$ cat config.mk
export PLATFORM = sky130hd
export DESIGN_NAME = video_in_capture_ctrl
export DESIGN_NICKNAME = d
export VERILOG_FILES = /design/src/rtl/video_in_capture_ctrl.sv
export SDC_FILE = /design/constraint.sdc
export NUM_CORES = 1
export LEC_CHECK = 0
export BUFFER_PORTS_ARGS = -buffer_cell sky130_fd_sc_hd__buf_2
export CAP_MARGIN = 15
export CORE_MARGIN = 4
export CORE_UTILIZATION = 55
export DETAILED_ROUTE_END_ITERATION = 16
export HOLD_SLACK_MARGIN = 0.12
export PLACE_DENSITY = 0.73
export SLEW_MARGIN = 25
export SYNTH_ARGS = -nofsm -noshare
export SYNTH_HDL_FRONTEND = slang
export SYNTH_SLANG_ARGS = --single-unit
$ cat constraint.sdc
create_clock -name clk -period 5 [get_ports clk]
set_clock_uncertainty 0.15 [all_clocks]
set_input_delay 0.5 -clock clk [delete_from_list [all_inputs] [get_ports clk]]
set_output_delay 0.5 -clock clk [all_outputs]
set_load 0.01 [all_outputs]
$ cat src/rtl/video_in_capture_ctrl.sv
// video_in_capture_ctrl
//   Sequences capture of composite-video samples into a ping-pong pair of
//   line buffers. It is driven by the sync separator's strobes. It tracks
//   lock (HUNT/TRACK/LOCKED), counts lines per field and detects field
//   parity. It produces line-buffer write strobes and addresses, and hands
//   each completed line downstream with a ready/ack handshake.
//
//   Optional feature: define VIDEO_IN_CAPTURE_WDOG_EN to enable an
//   h_sync-loss watchdog, and with it the WDOG_SAMPLES parameter.
//
// Ports
//   clk, rst        system clock, synchronous active-high reset
//   sample_valid    sample strobe; all video inputs are qualified by it
//   h_sync_pulse    line-start strobe
//   v_sync_pulse    frame-start strobe (wins over a coincident h_sync)
//   active_video    pixel-valid flag
//   line_ack        downstream consumed line_bank (not sample-qualified)
//   wr_en/wr_addr   line-buffer write strobe and address
//   wr_bank         bank currently being written
//   line_ready      completed line available in line_bank
//   line_num        active-line index of the ready line
//   line_len        samples written for the ready line
//   field           parity of the current field
//   locked          high while in LOCKED
//   overrun         one-cycle pulse when a completed line is dropped
module video_in_capture_ctrl #(
  parameter int unsigned LINE_LEN_MIN      = 2250,
  parameter int unsigned LINE_LEN_MAX      = 2450,
  parameter int unsigned HALF_LINE         = 1170,
  parameter int unsigned LINES_MIN         = 250,
  parameter int unsigned LINES_MAX         = 320,
  parameter int unsigned LOCK_FIELDS       = 2,
  parameter int unsigned ACTIVE_LINE_FIRST = 21,
  parameter int unsigned ACTIVE_LINES      = 240,
  parameter int unsigned ACTIVE_WIDTH      = 1280
`ifdef VIDEO_IN_CAPTURE_WDOG_EN
  , parameter int unsigned WDOG_SAMPLES    = 8192
`endif
) (
  input  logic        clk,
  input  logic        rst,
  input  logic        sample_valid,
  input  logic        h_sync_pulse,
  input  logic        v_sync_pulse,
  input  logic        active_video,
  input  logic        line_ack,
  output logic        wr_en,
  output logic [10:0] wr_addr,
  output logic        wr_bank,
  output logic        line_ready,
  output logic        line_bank,
  output logic [7:0]  line_num,
  output logic [10:0] line_len,
  output logic        field,
  output logic        locked,
  output logic        overrun
);

  localparam logic [11:0] LEN_MIN  = 12'(LINE_LEN_MIN);
  localparam logic [11:0] LEN_MAX  = 12'(LINE_LEN_MAX);
  localparam logic [11:0] HALF     = 12'(HALF_LINE);
  localparam logic [8:0]  LN_MIN   = 9'(LINES_MIN);
  localparam logic [8:0]  LN_MAX   = 9'(LINES_MAX);
  localparam logic [8:0]  ACT_FIRST = 9'(ACTIVE_LINE_FIRST);
  localparam logic [8:0]  ACT_LAST = 9'(ACTIVE_LINE_FIRST + ACTIVE_LINES - 1);
  localparam logic [10:0] WIDTH    = 11'(ACTIVE_WIDTH);
  localparam logic [3:0]  LOCK_N   = 4'(LOCK_FIELDS);

  typedef enum logic [1:0] {HUNT, TRACK, LOCKED} state_t;

  state_t      state, state_nxt;
  logic [3:0]  good_cnt, good_cnt_nxt;
  logic [11:0] samp_cnt;
  logic [8:0]  line_cnt;
  logic [10:0] wr_cnt;

  logic vs, hs, field_good, interval_bad, in_window;
  logic leave_locked, line_done, accept, do_write, wdog_trip;

  // Strobes span two clocks but only one sample, so qualifying by
  // sample_valid counts each strobe exactly once.
  assign vs = sample_valid & v_sync_pulse;
  assign hs = sample_valid & h_sync_pulse & ~v_sync_pulse;

  assign field_good   = (line_cnt >= LN_MIN) && (line_cnt <= LN_MAX);
  assign interval_bad = hs && (line_cnt >= ACT_FIRST) &&
                        ((samp_cnt < LEN_MIN) || (samp_cnt > LEN_MAX));
  assign in_window    = (state == LOCKED) &&
                        (line_cnt >= ACT_FIRST) && (line_cnt <= ACT_LAST);

`ifdef VIDEO_IN_CAPTURE_WDOG_EN
  localparam logic [12:0] WD_LAST = 13'(WDOG_SAMPLES - 1);
  logic [12:0] wd_cnt;

  // Trips on the WDOG_SAMPLES-th sample with no h_sync; the >= keeps it
  // firing if the count already saturated while hunting.
  assign wdog_trip = sample_valid && !h_sync_pulse && (wd_cnt >= WD_LAST) &&
                     (state != HUNT);

  always_ff @(posedge clk) begin
    if (rst) begin
      wd_cnt <= '0;
    end else if (sample_valid) begin
      if (h_sync_pulse)     wd_cnt <= '0;
      else if (wd_cnt != '1) wd_cnt <= wd_cnt + 13'd1;
    end
  end
`else
  assign wdog_trip = 1'b0;
`endif

  always_comb begin
    state_nxt    = state;
    good_cnt_nxt = good_cnt;
    case (state)
      HUNT: begin
        if (vs) begin
          state_nxt    = TRACK;
          good_cnt_nxt = '0;
        end
      end
      TRACK: begin
        if (vs) begin
          if (field_good) begin
            good_cnt_nxt = good_cnt + 4'd1;
            if (good_cnt + 4'd1 == LOCK_N) state_nxt = LOCKED;
          end else begin
            good_cnt_nxt = '0;
          end
        end else if (interval_bad) begin
          state_nxt = HUNT;
        end
      end
      LOCKED: begin
        if (vs && !field_good) begin
          state_nxt    = TRACK;
          good_cnt_nxt = '0;
        end else if (interval_bad) begin
          state_nxt = HUNT;
        end
      end
      default: state_nxt = HUNT;
    endcase
    if (wdog_trip) state_nxt = HUNT;
  end

  // A line ending on the same h_sync that loses lock is aborted, not handed on.
  assign leave_locked = (state == LOCKED) && (state_nxt != LOCKED);
  assign line_done    = hs && in_window && (wr_cnt != '0) && !leave_locked;
  assign accept       = line_done && (!line_ready || line_ack);
  assign do_write     = sample_valid && !h_sync_pulse && !v_sync_pulse &&
                        in_window && active_video && (wr_cnt < WIDTH) &&
                        !leave_locked;

  always_ff @(posedge clk) begin
    if (rst) begin
      state      <= HUNT;
      good_cnt   <= '0;
      samp_cnt   <= '0;
      line_cnt   <= '0;
      wr_cnt     <= '0;
      wr_en      <= 1'b0;
      wr_addr    <= '0;
      wr_bank    <= 1'b0;
      line_ready <= 1'b0;
      line_bank  <= 1'b0;
      line_num   <= '0;
      line_len   <= '0;
      field      <= 1'b0;
      locked     <= 1'b0;
      overrun    <= 1'b0;
    end else begin
      state    <= state_nxt;
      good_cnt <= good_cnt_nxt;
      locked   <= (state_nxt == LOCKED);
      wr_en    <= do_write;
      overrun  <= line_done && !accept;

      if (sample_valid) begin
        if (hs || vs)            samp_cnt <= '0;
        else if (samp_cnt != '1) samp_cnt <= samp_cnt + 12'd1;
        if (vs)                           line_cnt <= '0;
        else if (hs && (line_cnt != '1))  line_cnt <= line_cnt + 9'd1;
        if (vs) field <= (samp_cnt > HALF);
      end

      // wr_addr carries the address of the write flagged by wr_en; wr_cnt
      // is the running count that becomes line_len.
      if (hs || vs || leave_locked) begin
        wr_cnt  <= '0;
        wr_addr <= '0;
      end else if (do_write) begin
        wr_addr <= wr_cnt;
        wr_cnt  <= wr_cnt + 11'd1;
      end

      if (leave_locked) begin
        line_ready <= 1'b0;
      end else if (accept) begin
        line_ready <= 1'b1;
        line_bank  <= wr_bank;
        line_num   <= 8'(line_cnt - ACT_FIRST);
        line_len   <= wr_cnt;
        wr_bank    <= ~wr_bank;
      end else if (line_ack) begin
        line_ready <= 1'b0;
      end
    end
  end

endmodule

==> summary.md, run 1 <==
| Metric | Value |
|---|---|
| CTS Buf Count | `9` |
| Port-buffer cells | `43` |
| Commonest cells after routing, fill and taps aside | `dfxtp_1 (75), a21oi_1 (50), buf_2 (43)` |
| # resized after CTS | `0` |
| Chip height | `slightly below 90 um` |
| Warnings, synthesis | `0` |
| Worst EP required | `roughly 5100 ps` |
| First-pass GRT wire length | `roughly 14000 um` |
| Sequential area share after synthesis | `41.9%` |
| CP arrival | `approximately 3300 ps` |
| Post-synthesis cell type count | `54` |
| Initial Util | `56.4%` |
| Routability cong. | `between 0.9 and 1` |
| Fmax | `between 300 and 400 MHz` |
| Clock Latency Late Sink | `between 300 and 400 ps` |
| # diodes | `0` |
| Cell area after synthesis | `approximately 3600 um2` |
| Nets | `around 490` |
| Max_slew headroom | `44.8%` |
| Die width | `88.7 um` |
| Commonest non-fill, non-tap cell in the layout | `dfxtp_1` |
| Syn_nets | `about 460` |
| Setup Total Neg Slack | `0 ps` |
| Num Clock Sinks | `75` |
| Number of global-route vias before repair | `2969` |
| Largest net degree at the start of global routing | `40` |
| Ys async rst share | `0%` |
| Flops & latches, synth | `75` |
| IO Pins | `44` |
| Tcrit/Tclk final | `a little under two thirds` |
| Status | `finished clean` |
| Endpoints failing hold | `0` |
| Slowest Stage Delay on Critical Path | `~640 ps` |
| Hold/Removal Path Class | `register to register` |
| Initial antenna violation count | `0` |
| CTS tree | `built` |
| GRT Total Usage | `between 20% and 30%` |
| Setup-failing EPs final | `0` |
| Crit. End Element | `register` |
| CTS clk-pin slew, worst paths | `~90 ps` |
| VDD IR max | `roughly 0.14 mV` |
| Vias | `about 3200` |
| H-tree depth | `3` |
| Fin. max-slew vios | `0` |
| Slowest cell on the critical path | `or4_1` |
| Kind of critical path | `register to register` |
| Mapped Cells | `approximately 440` |
| Setup Buffers After CTS | `0` |
| DR iter-0 viols | `205` |
| Post-synth EDFFs | `0` |
| DR vias/cell | `~5.9` |
| CP startpoint kind | `register` |
| Leak pwr | `roughly 1.5 nW` |
| Share of cells above drive strength 1 | `between 10 and 15%` |
| Die area | `7870 um2` |
| Post-route cell area | `around 4000 um2` |
| CTS Buffer Depth | `2` |
| Drt wl/cell | `14.8 um` |
| DP Wirelength | `between 5000 and 6000 um` |
| Total wire length | `between 8000 and 9000 um` |
| Layout area overhead | `11.5%` |
| Number of remaining DRC errors | `0` |
| Area post-placement | `roughly 3800 um2` |
| Synthesized area per cell | `around 8 um2` |
| RSZ-0062 raised after global routing | `false` |
| Hold_buf cts | `0` |
| Routed Antenna Nets | `0` |
| TritonRoute pass-1 iters | `4` |
| Most used DFF post-synth | `dfxtp_1` |
| Slew @ Worst Pin | `between 800 and 900 ps` |
| Tmin final | `3200 ps` |
| # rows | `29` |
| Crit path max fanout | `22` |
| Core box area | `roughly 6300 um2` |
| Pwr dens | `around 270 nW/um2` |
| Grt ovf | `0` |
| Crit-path cells | `or3_1, or4_4, a21oi_4, nand4_2, or4_1, a21oi_1` |
| Root Driver | `clkbuf_8` |
| Max-Cap Viols | `0` |
| Total power | `1.06 mW` |
registers in the layout (all words and copies together) (netlist names):
| signal | count |
|---|---|
| line_ready | 1 |
| line_len | 11 |
| wr_addr | 11 |
| wr_en | 1 |
| overrun | 1 |
| state | 2 |
| samp_cnt | 12 |
| locked | 1 |
| line_bank | 1 |
| good_cnt | 4 |
| line_cnt | 9 |
| line_num | 8 |
| wr_bank | 1 |
| wr_cnt | 11 |
| field | 1 |
layout make-up:
cell class                 instances  area [um2]
timing repair buffer              44         223
inverter                           8        30.0
sequential                        75        1500
multi-input combinational        331        1960
tap                               77        96.3
clock buffer                      11         141
fill                             572        2360
clock inverter                     5        37.5
worst max-delay path: cells and delay by family, from the launching register on:
kind / cells / cell delay (ps)
compound gates: 2 / 620
flops: 1 / 410
simple gates: 4 / 1950
power breakdown:
group / switching [mW] / internal, mW / leakage [nW]
clock: 0.227 / 0.196 / 0.0859
sequential: 0.00377 / 0.599 / 0.605
combinational: 0.0263 / 0.0116 / 0.779
metal layers:
layer	GRT usage (%)	part of all wire, %	vias to the layer above	wire (um)
li1	-	-	1633	-
met4	6.87	1.5	0	121
met3	4.56	7.1	10	576
met2	33.4	44	108	3610
met1	31.5	47	1494	3860
met5	0	0	-	0
cell usage after synthesis, types with 4 or more instances:
library cell / instances / area, um2
xnor2_1: 10 / 87.6
nand3_1: 41 / 205
nand2_1: 37 / 139
a21oi_1: 50 / 250
o21ai_0: 33 / 165
o21a_1: 4 / 30.0
and3_1: 6 / 37.5
clkbuf_1: 16 / 60.1
nor2_1: 42 / 158
inv_1: 8 / 30.0
or3_1: 8 / 50.1
buf_2: 4 / 20.0
xor2_1: 14 / 123
dfxtp_1: 75 / 1500
nand4_1: 8 / 50.1
nor3_1: 11 / 55.1
nand2b_1: 5 / 31.3
ha_1: 10 / 125
stage by stage:
step	hold slack, ps	util, %	worst slack (ps)	std cells
after global routing	326	62.9	1610	551
final	303	62.9	1800	551
after detailed placement	296	60.1	1810	535
after CTS	308	62.9	1790	551
after floorplan	329	-	2470	439
after global placement	291	59.8	1880	535
final timing paths:
check	start	to	slack [ps]	cells past startpoint
min reg2reg	wr_addr[9]	wr_addr[9]	300	2
min	wr_addr[9]	wr_addr[9]	300	2
max	line_cnt[5]	line_num[4]	1800	6
max reg2reg	line_cnt[5]	line_num[4]	1800	6
kinds of logic (layout without fill, tap and decap cells):
group	after synthesis	count (layout)	synth area share, %
xor+xnor	24	24	5.87
compound gates	113	113	18.6
buf+inv	33	68	4.02
mux	2	2	0.559
flops	75	75	41.9
simple gates	182	182	25.5
fa+ha+maj	10	10	3.49
Note: power is estimated with default switching activity, not from simulation.
==> run 2, diff against run 1 <==
- ABC_AREA: not set -> 1
- CORE_UTILIZATION: 55 -> 52
- PLACE_DENSITY: 0.73 -> 0.72
- clock period: 5 -> 2.6 ns (I/O delays scaled with it)
==> run 2 against run 1 <==
Setup slack worse by 1500 ps. Via count is 7.4% higher. Register-to-register slack worse by 1500 ps. Sequential share of layout area is 2.1 points lower. Utilization shrank 1.2 points. Synthesized cell count up 26%. Synthesized area up 4.0%. Largest cell class unchanged.
==> summary.md, run 2 <==
| Metric | Value |
|---|---|
| Status | `finished clean` |
| CTS clk-pin slew, worst paths | `around 90 ps` |
| Slew @ Worst Pin | `approximately 460 ps` |
| Slowest cell on the critical path | `dfxtp_1` |
| Tcrit/Tclk final | `between 80% and 90%` |
| Die area | `~8600 um2` |
| Top reg by flops | `samp_cnt` |
| RR Startpoint | `line_cnt[2]` |
| # diodes | `0` |
| Setup Total Neg Slack | `0 ps` |
| Most instantiated library cell after synthesis | `nand2_1` |
| CTS tree | `built` |
| Routed Antenna Nets | `0` |
| Grt ovf | `0` |
| Worst setup margin | `roughly 340 ps` |
| Reg2reg end | `line_num[0]` |
| DR vias/cell | `approximately 5` |
| Max_slew headroom | `between 60 and 70%` |
| VDD IR max | `between 0.2 and 0.3 mV` |
| CTS Buf Count | `9` |
| Pint | `between 1.5 and 2 mW` |
| Chip height | `just over 90 um` |
| Num Clock Sinks | `75` |
| Fmax | `approximately 440 MHz` |
| Syn_nets | `about 570` |
| IO Pins | `between 40 and 50` |
| Fin. max-slew vios | `0` |
| Cell area after synthesis | `roughly 3700 um2` |
| Final design utilization | `61.6%` |
| Number of global-route vias before repair | `between 3000 and 4000` |
| Initial antenna violation count | `0` |
| Layout area overhead | `13.7%` |
| Post-synth EDFFs | `0` |
| Tmin final | `approximately 2300 ps` |
| Synth cell count leaders | `nand2_1 (125), nor2_1 (100), dfxtp_1 (75)` |
| Clock Power Share | `around two fifths` |
| Worst hold slack | `about 220 ps` |
| Cell taking the most area after synthesis | `dfxtp_1` |
| Sw power | `between 500 and 600 uW` |
| H-tree depth | `3` |
| Comb power frac | `between 4 and 5%` |
| GRT Total Usage | `approximately 20%` |
| Worst Reg-to-Reg Cells | `14` |
| R2R Setup Slk | `approximately 340 ps` |
| Hold/Removal Path Class | `input pin to register` |
| Core box area | `6870 um2` |
| Sequential area share after synthesis | `between 40% and 50%` |
| Post-synth top area share | `40.3%` |
| WHS Endpoint | `state[0]` |
| Leak pwr | `~1.9 nW` |
| Initial Util | `a little over half` |
| First-pass GRT wire length | `about 14000 um` |
| Routability cong. | `roughly 0.94` |
| Nets | `about 620` |
| Largest register FFs | `12` |
| Flops & latches, synth | `75` |
| Pwr dens | `slightly below 500 nW/um2` |
| CP startpoint kind | `register` |
| Worst Path Buf+Inv | `4` |
| CTS Buffer Depth | `2` |
| Clock Latency Late Sink | `approximately 350 ps` |
| Slowest Stage Delay on Critical Path | `between 400 and 500 ps` |
| Critical path depth | `14` |
| Mapped Cells | `between 500 and 600` |
| Hold path startpoint | `v_sync_pulse` |
| DR iter-0 viols | `between 200 and 250` |
| Setup-failing EPs final | `0` |
| Port-buffer cells | `43` |
| Share of cells above drive strength 1 | `approximately 13%` |
| Kind of critical path | `register to register` |
| Most used DFF post-synth | `dfxtp_1` |
| Crit path max fanout | `32` |
| Setup Buffers After CTS | `0` |
| RSZ-0062 raised after global routing | `false` |
| Commonest cells after routing, fill and taps aside | `nand2_1 (125), nor2_1 (100), dfxtp_1 (75)` |
| Commonest non-fill, non-tap cell in the layout | `nand2_1` |
| Vias | `3486` |
| Max-Cap Viols | `0` |
| Crit. End Element | `register` |
| TritonRoute pass-1 iters | `5` |
| Drt wl/cell | `11.9 um` |
| Top post-synthesis cells by area | `dfxtp_1 (40%), nand2_1 (13%), nor2_1 (10%)` |
| Die width | `between 90 and 100 um` |
| Number of remaining DRC errors | `0` |
| Ys async rst share | `0%` |
| Worst EP required | `~2700 ps` |
| Pre-CTS setup slack | `354 ps` |
| Endpoints failing hold | `0` |
| Warnings, synthesis | `0` |
| CP top delay family | `simple AND/OR/NAND/NOR gates` |
| Synthesized area per cell | `6.75 um2` |
| Switch share | `around a quarter` |
| Root Driver | `clkbuf_8` |
| Hold Crit Depth | `5` |
| Post-synthesis cell type count | `36` |
| Total wire length | `~8400 um` |
| DP Wirelength | `between 6000 and 7000 um` |
| Crit-path cells | `inv_2, o21ai_2, nand2_2, inv_2, nor2_1, nor2_2, nand2_1, nand2_2, nand3_4, nand2_2, buf_12, inv_1, nor2_1, nor2_1` |
| CP arrival | `~2400 ps` |
| Largest net degree at the start of global routing | `33` |
| # rows | `30` |
| Reg power frac | `a little under three fifths` |
run 2: cell types whose count changed in the layout (fill, tap and decap cells not counted), sizes merged, moves of 7 or more:
cell	before	now
nand2	37	129
inv	9	78
nor2	42	102
nand3	41	29
xnor2	10	0
or3	8	0
a21oi	51	44
o21ai	34	27
run 2: how the worst max path moves through the flow:
stage                     start          end  slack (ps)
floorplan           line_cnt[0]  line_cnt[6]         670
global placement    line_cnt[2]  line_num[2]         340
detailed placement  line_cnt[2]  line_num[0]         350
CTS                 line_cnt[2]  line_num[0]         350
global route        line_cnt[2]      wr_bank         140
finish              line_cnt[2]  line_num[0]         340
run 2: metrics by stage:
stage          cells  area, um2  power (mW)
4_1_cts          700       4230        2.13
5_1_grt          700       4230        2.19
3_5_place_dp     682       4030        1.29
2_1_floorplan    552       3720        1.26
6_report         700       4230        2.10
3_3_place_gp     682       4030        1.29
run 2: kinds of logic after synthesis:
kind of cell | Yosys count | synth area share (%)
xor gates and xnor gates | 9 | 2.12
buffers and inverters | 90 | 9.81
and+or+nand+nor | 287 | 32.7
AOI/OAI and AO/OA | 81 | 11.8
adders and majority gates | 10 | 3.36
DFF | 75 | 40.3
run 2: cell type report:
class	instances	area, um2
fill	688	2640
sequential	75	1500
timing repair buffer	50	285
clock inverter	7	60.1
multi-input combinational	387	1860
tap	96	120
inverter	76	285
clock buffer	9	124
run 2: timing repair:
action,4_1_cts,5_1_grt
resized for setup,0,0
hold buffers,2,0
endpoints found under the hold margin,3,0
run 2: power by group through the flow:
stage | Sequential (mW) | Combinational [mW] | Clock (mW)
floorplan | 1.19 | 0.0710 | 0
global placement | 1.19 | 0.0991 | 0
detailed placement | 1.19 | 0.0999 | 0
CTS | 1.17 | 0.103 | 0.858
global route | 1.17 | 0.119 | 0.904
finish | 1.17 | 0.103 | 0.832
run 2: worst register-to-register path, cell delays in order (launching register included):
cell     delay, ps
dfxtp_1        460
inv_2          120
o21ai_2        200
nand2_2         90
inv_2           70
nor2_1          50
nor2_2         140
nand2_1        120
nand2_2        120
nand3_4        110
nand2_2        100
buf_12         170
inv_1          110
nor2_1         110
nor2_1          40
run 2: layer usage:
layer  vias up  global-route usage [%]  routed length (um)
met5         -                       0                   0
met4         0                    9.04                  95
met3         7                    3.74                 321
met2        68                    34.4                3970
met1      1565                    25.7                3970
li1       1846                       -                   -
